==> config.mk <==
export PLATFORM = sky130hd
export DESIGN_NAME = mc_fsm_ctrl
export DESIGN_NICKNAME = d
export VERILOG_FILES = /design/src/rtl/mc_fsm_ctrl.sv
export SDC_FILE = /design/constraint.sdc
export NUM_CORES = 1
export LEC_CHECK = 0
export ABC_AREA = 0
export ABC_CLOCK_PERIOD_IN_PS = 2750
export CORE_MARGIN = 5
export CORE_UTILIZATION = 46
export CTS_CLUSTER_DIAMETER = 40
export DETAILED_ROUTE_END_ITERATION = 10
export GPL_ROUTABILITY_DRIVEN = 0
export GPL_TIMING_DRIVEN = 0
export PLACE_DENSITY = 0.91
export SETUP_SLACK_MARGIN = 0.3
export SYNTH_ARGS = -nofsm -noshare
export SYNTH_HDL_FRONTEND = slang
export SYNTH_SLANG_ARGS = --single-unit
==> constraint.sdc <==
create_clock -name clk -period 2.75 [get_ports clk]
set_input_delay 0.55 -clock clk [delete_from_list [all_inputs] [get_ports clk]]
set_output_delay 0.55 -clock clk [all_outputs]
set_load 0.03 [all_outputs]
==> src/rtl/mc_fsm_ctrl.sv <==
// -----------------------------------------------------------------------------
// mc_fsm_ctrl -- control FSM for a multi-cycle MIPS-like datapath.
//
// Sequences each instruction through FETCH / DECODE / execute / writeback
// states and decodes datapath strobes and mux selects. FETCH, MEMRD and MEMWR
// are stretched by MEM_WAIT extra cycles with a small wait counter.
//
// Parameters:
//   MEM_WAIT  extra wait cycles per memory access (0..15)
//   ALUCTL_W  width of alu_ctl (>= 3), ALU codes zero-extended
//
// Ports:
//   clk         clock, all state updates on the rising edge
//   rst         asynchronous active-high reset
//   opcode      IR[15:10], stable from DECODE onward
//   funct       R-type function field
//   zero        ALU zero flag (drives pc_en in BEQ combinationally)
//   pc_en, iord, mem_write, ir_write, reg_dst, mem_to_reg, reg_write,
//   alu_src_a   datapath strobes / 1-bit mux selects
//   alu_src_b   00 regB, 01 const 1, 10 sign-extended immediate
//   pc_src      00 ALU result, 01 ALUOut, 10 jump target
//   alu_ctl     and 000, or 001, add 010, sub 110, slt 111
//   state       current state code (debug)
//   illegal     one-cycle pulse on unsupported opcode or funct
// -----------------------------------------------------------------------------
module mc_fsm_ctrl #(
   parameter int MEM_WAIT = 0,
   parameter int ALUCTL_W = 3
) (
   input  logic                clk,
   input  logic                rst,
   input  logic [5:0]          opcode,
   input  logic [5:0]          funct,
   input  logic                zero,
   output logic                pc_en,
   output logic                iord,
   output logic                mem_write,
   output logic                ir_write,
   output logic                reg_dst,
   output logic                mem_to_reg,
   output logic                reg_write,
   output logic                alu_src_a,
   output logic [1:0]          alu_src_b,
   output logic [1:0]          pc_src,
   output logic [ALUCTL_W-1:0] alu_ctl,
   output logic [3:0]          state,
   output logic                illegal
);

   typedef enum logic [3:0] {
      S_FETCH  = 4'd0,
      S_DECODE = 4'd1,
      S_MEMADR = 4'd2,
      S_MEMRD  = 4'd3,
      S_MEMWB  = 4'd4,
      S_MEMWR  = 4'd5,
      S_RTEX   = 4'd6,
      S_RTWB   = 4'd7,
      S_BEQ    = 4'd8,
      S_ADDIEX = 4'd9,
      S_ADDIWB = 4'd10,
      S_JUMP   = 4'd11
   } state_t;

   localparam logic [5:0] OP_R    = 6'b000000;
   localparam logic [5:0] OP_LW   = 6'b100011;
   localparam logic [5:0] OP_SW   = 6'b101011;
   localparam logic [5:0] OP_BEQ  = 6'b000100;
   localparam logic [5:0] OP_ADDI = 6'b001000;
   localparam logic [5:0] OP_J    = 6'b000010;

   localparam logic [ALUCTL_W-1:0] ALU_AND = ALUCTL_W'(3'b000);
   localparam logic [ALUCTL_W-1:0] ALU_OR  = ALUCTL_W'(3'b001);
   localparam logic [ALUCTL_W-1:0] ALU_ADD = ALUCTL_W'(3'b010);
   localparam logic [ALUCTL_W-1:0] ALU_SUB = ALUCTL_W'(3'b110);
   localparam logic [ALUCTL_W-1:0] ALU_SLT = ALUCTL_W'(3'b111);

   localparam logic [3:0] WAIT_LAST = 4'(MEM_WAIT);

   state_t     state_q, state_d;
   logic [3:0] wait_q, wait_d;
   logic       wait_last;

   // With MEM_WAIT=0 the compare is always true, so memory states take a
   // single cycle and the counter never advances.
   assign wait_last = (wait_q == WAIT_LAST);

   always_ff @(posedge clk or posedge rst) begin
      if (rst) begin
         state_q <= S_FETCH;
         wait_q  <= 4'd0;
      end else begin
         state_q <= state_d;
         wait_q  <= wait_d;
      end
   end

   // Next-state logic. The wait counter defaults to 0 so it is cleared on
   // every state exit and in every single-cycle state.
   always_comb begin
      state_d = state_q;
      wait_d  = 4'd0;
      case (state_q)
         S_FETCH: begin
            if (wait_last) state_d = S_DECODE;
            else           wait_d  = wait_q + 4'd1;
         end
         S_DECODE: begin
            case (opcode)
               OP_LW, OP_SW: state_d = S_MEMADR;
               OP_R:         state_d = S_RTEX;
               OP_BEQ:       state_d = S_BEQ;
               OP_ADDI:      state_d = S_ADDIEX;
               OP_J:         state_d = S_JUMP;
               default:      state_d = S_FETCH;
            endcase
         end
         S_MEMADR: state_d = (opcode == OP_SW) ? S_MEMWR : S_MEMRD;
         S_MEMRD: begin
            if (wait_last) state_d = S_MEMWB;
            else           wait_d  = wait_q + 4'd1;
         end
         S_MEMWR: begin
            if (wait_last) state_d = S_FETCH;
            else           wait_d  = wait_q + 4'd1;
         end
         S_RTEX:   state_d = S_RTWB;
         S_ADDIEX: state_d = S_ADDIWB;
         // MEMWB, RTWB, BEQ, ADDIWB, JUMP and unused codes all return to FETCH.
         default:  state_d = S_FETCH;
      endcase
   end

   assign state = state_q;

   // Output decode. Everything is forced low while rst is high, since the
   // reset state FETCH would otherwise drive nonzero selects.
   always_comb begin
      pc_en      = 1'b0;
      iord       = 1'b0;
      mem_write  = 1'b0;
      ir_write   = 1'b0;
      reg_dst    = 1'b0;
      mem_to_reg = 1'b0;
      reg_write  = 1'b0;
      alu_src_a  = 1'b0;
      alu_src_b  = 2'b00;
      pc_src     = 2'b00;
      alu_ctl    = '0;
      illegal    = 1'b0;
      if (!rst) begin
         case (state_q)
            S_FETCH: begin
               alu_src_b = 2'b01;
               alu_ctl   = ALU_ADD;
               ir_write  = wait_last;
               pc_en     = wait_last;
            end
            S_DECODE: begin
               alu_src_b = 2'b10;
               alu_ctl   = ALU_ADD;
               case (opcode)
                  OP_R, OP_LW, OP_SW, OP_BEQ, OP_ADDI, OP_J: illegal = 1'b0;
                  default:                                   illegal = 1'b1;
               endcase
            end
            S_MEMADR, S_ADDIEX: begin
               alu_src_a = 1'b1;
               alu_src_b = 2'b10;
               alu_ctl   = ALU_ADD;
            end
            S_MEMRD: iord = 1'b1;
            S_MEMWR: begin
               iord      = 1'b1;
               mem_write = wait_last;
            end
            S_MEMWB: begin
               reg_write  = 1'b1;
               mem_to_reg = 1'b1;
            end
            S_RTEX: begin
               alu_src_a = 1'b1;
               case (funct)
                  6'b100000: alu_ctl = ALU_ADD;
                  6'b100010: alu_ctl = ALU_SUB;
                  6'b100100: alu_ctl = ALU_AND;
                  6'b100101: alu_ctl = ALU_OR;
                  6'b101010: alu_ctl = ALU_SLT;
                  default: begin
                     // Unknown funct: flag it but still let RTWB happen.
                     alu_ctl = ALU_ADD;
                     illegal = 1'b1;
                  end
               endcase
            end
            S_RTWB: begin
               reg_write = 1'b1;
               reg_dst   = 1'b1;
            end
            S_ADDIWB: reg_write = 1'b1;
            S_BEQ: begin
               alu_src_a = 1'b1;
               alu_ctl   = ALU_SUB;
               pc_src    = 2'b01;
               pc_en     = zero;
            end
            S_JUMP: begin
               pc_src = 2'b10;
               pc_en  = 1'b1;
            end
            default: begin
            end
         endcase
      end
   end

endmodule

==> impl_metrics.csv <==
group,metric,value,unit
outcome,status,"completed",
setup_path,cp_slowest_cell,"dlygate4sd2_1",
power,power_frac_comb,67.2,%
setup_path,max_stage_delay,0.33,ns
finish,num_antenna_cells,0,
sta,max-slew-margin-rel,73.5,%
die,dieArea,2930,µm²
yosys,ys_seq_area_share,22.3,%
place,portBuffers,33,
power,pwr-share-clk,11.5,%
die,die_h,54.2,µm
sta,rsz0062_at_grt,"yes",
power,sw_frac_of_total,51.4,%
yosys,synth_top_family_by_area,"simple AND/OR/NAND/NOR gates",
setup_path,path_cells,"dlygate4sd2_1 -> or2_0 -> clkbuf_2 -> nor4b_4 -> o21bai_1 -> buf_2",
power,internal_power,370,µW
power,power_density,587,nW/µm²
sta,finalCritPeriodShare,89.6,%
sta,setup_viol,0,
clocking,clock-sinks,8,
finish,multi_input_area,669,µm²
sta,slew_viol_final,0,
yosys,async_reset_ff_share,100,%
die,core-area,1900,µm²
setup_path,start_kind,"primary input",
route,wl_per_cell,15.3,µm
route,avgViaCountPerCell,5.92,
finish,fillerInstances,149,
yosys,ys_types,44,
setup_path,criticalPathCategory,"in -> out",
global_route,grt_max_degree,11,
setup_path,critPathBufInv,3,
yosys,yosys.area_share.simple,41.3,%
global_route,grt_pass1_wl,4.49,mm
setup_path,crit_path_end_kind,"output pin",
global_route,grt_use_total,20.7,%
power,seq_power_share,21.3,%
power,vdd_drop_max,501,µV
run,maxCapViolations,0,
sta,fmax,0.406,GHz
global_route,antenna_found_initial,0,
clocking,max-clock-path-buffers,2,
clocking,cts_hold_buf,0,
route,antenna_left,0,
yosys,synth_common_cells,"17 x nor2_1, 10 x nor3_1, 8 x a21oi_1, 8 x dfrtp_1",
sta,hold_viol_final,0,
route,firstDrtPassIters,4,
yosys,synth_fa_ha_area_share,4.04,%
yosys,syn-num-nets,139,
yosys,synth_edf_count,0,
yosys,synth_compound_area_share,18.1,%
yosys,synth.most_common_cell,"nor2_1",
yosys,synthCells,122,
global_route,grt_overflow_total,0,
yosys,synthFlopType,"dfrtp_1",
finish,seq_area,201,µm²
route,route.detailed.drc,0,
power,total_power,761,µW
yosys,yosysTopAreaCellShare,22.3,%
place,hpwl,2.25,mm
global_route,grt_busiest_layer,"met2",
clocking,numCtsBuffers,3,
yosys,synthTopCellsByArea,"dfrtp_1 22%, nor2_1 7.1%, nor3_1 5.6%, a21oi_1 4.5%, o21ai_0 3.9%",
clocking,clkSlewWorstSetupHoldPaths,0.05,ns
die,die_x,54.2,µm
route,detailroute.via_count,1125,
sta,tightest_slew,0.395,ns
yosys,synth.largest_area_cell,"dfrtp_1",
die,rows,16,
global_route,grt_pass1_vias,961,
finish,synthToLayoutAreaGrowth,44.5,%
route,wl,2.91,mm
clocking,cts_root_buffer,"clkbuf_4",
hold_path,min_path_type,"in -> async",
global_route,grt_use_met1,25.8,%
yosys,syn_avg_cell_area,7.35,µm²
yosys,synth.area.mux_share,2.37,%
die,io_pins,35,
setup_path,path_max_fanout,8,
yosys,synthXorXnorAreaFrac,4.88,%
sta,whs,0.481,ns
route,drt-initial-drc-count,39,
setup_path,crit_family,"buffers and inverters",
sta,clock_skew,0.00438,ns
sta,timing.final.crit_period,2.47,ns
finish,finalNetCount,182,
clocking,clock_latency,0.25,ns
power,switchingPower,391,µW
setup_path,arrival,1.92,ns
die,start_util,47.2,%
yosys,ys.warnings.count,0,
clocking,cts_tree,"built",
yosys,synth-seq-cells,8,
global_route,grt_util_met3,4.43,%
yosys,syn_area,897,µm²
finish,layout-drive-gt1-share,26.4,%
global_route,met2_usage,36.7,%
power,leakage,0.000563,µW
setup_path,cp.required,2.20,ns
clocking,htreeDepth,1,
## layout by cell type, fill, tap and decap left out, types with 2 or more instances in the layout
master and instances:
a21oi_1 7, a31oi_1 2, and3_1 2, and3b_1 2, buf_2 11, buf_4 6
clkbuf_2 8, clkbuf_4 4, clkdlybuf4s50_1 14, dfrtp_1 7, dlygate4sd2_1 4, ha_1 2
inv_1 6, nand2_1 5, nand3_1 6, nand3b_1 3, nand4_1 2, nor2_1 17
nor3_1 10, nor4b_4 2, o21a_1 2, o21ai_0 6, o21ai_1 2, o21bai_1 2
xnor2_1 2, xor2_1 3
## routing by layer
| layer | share of wire (%) | wire length, µm |
|---|---|---|
| met1 | 40 | 1150 |
| met3 | 7.8 | 227 |
| met2 | 52 | 1510 |
| met4 | 0.34 | 10 |
| met5 | 0 | 0 |
## power groups by stage
stage / sequential (µW) / combinational [µW] / clock, µW
floorplan: 181 / 308 / 0
global placement: 157 / 496 / 0
detailed placement: 157 / 516 / 0
CTS: 158 / 494 / 88.6
global route: 165 / 546 / 96.8
finish: 162 / 511 / 87.3
## worst register-to-register path, cell delays in order (launching register included)
cell and delay [ns]:
dfrtp_1 0.41, inv_1 0.07, ha_1 0.15, nor3b_2 0.36, mux2_2 0.38, a31oi_1 0.15
o211ai_1 0.10
## sequential cells by signal, summed over array words and instances, names as in the netlist
name and cells:
state 4, wait_q 4
## per-stage QoR
step	TNS, ns	worst slack, ns	cells	utilization [%]	instance area (µm²)
5_1_grt	0	0.218	190	68.2	1300
6_report	0	0.285	190	68.2	1300
4_1_cts	0	0.190	185	67.4	1280
3_5_place_dp	-3.40	-0.479	182	67.1	1280
2_1_floorplan	0	0.436	122	-	912
3_3_place_gp	-2.75	-0.404	182	67.1	1280
## worst paths after layout
path                       slack (ns)  cells past startpoint    endpoint  startpoint
setup / recovery                 0.28                      6  alu_ctl[2]         rst
hold / removal                   0.48                      2   wait_q[1]         rst
setup reg to reg                 0.99                      6    state[2]   wait_q[0]
hold reg to reg                  0.51                      1   wait_q[0]   wait_q[0]
max in group asynchronous        2.08                      2    state[0]         rst
min in group clk                 0.51                      1   wait_q[0]   wait_q[0]
## timing repair
item / in CTS / in global routing
resized for setup: 51 / 31
setup buffers: 0 / 5
setup endpoints to repair: 16 / 12
pin swaps: 0 / 2
## cell families after synthesis
| logic type | after synthesis |
|---|---|
| DFF | 8 |
| adders and majority gates | 3 |
| muxes | 2 |
| AOI/OAI and AO/OA | 27 |
| xor gates and xnor gates | 5 |
| and+or+nand+nor | 62 |
| buffers and inverters | 15 |
## final cells by class
class,count,area share [%]
plain buffers,8,3.28
multi-input cells,99,51.6
repair buffers,38,23.2
inverters,7,2.03
flip-flops and latches,8,15.5
well taps,27,2.61
clock buffers,3,1.74
Note: power is estimated with default switching activity, not from simulation.
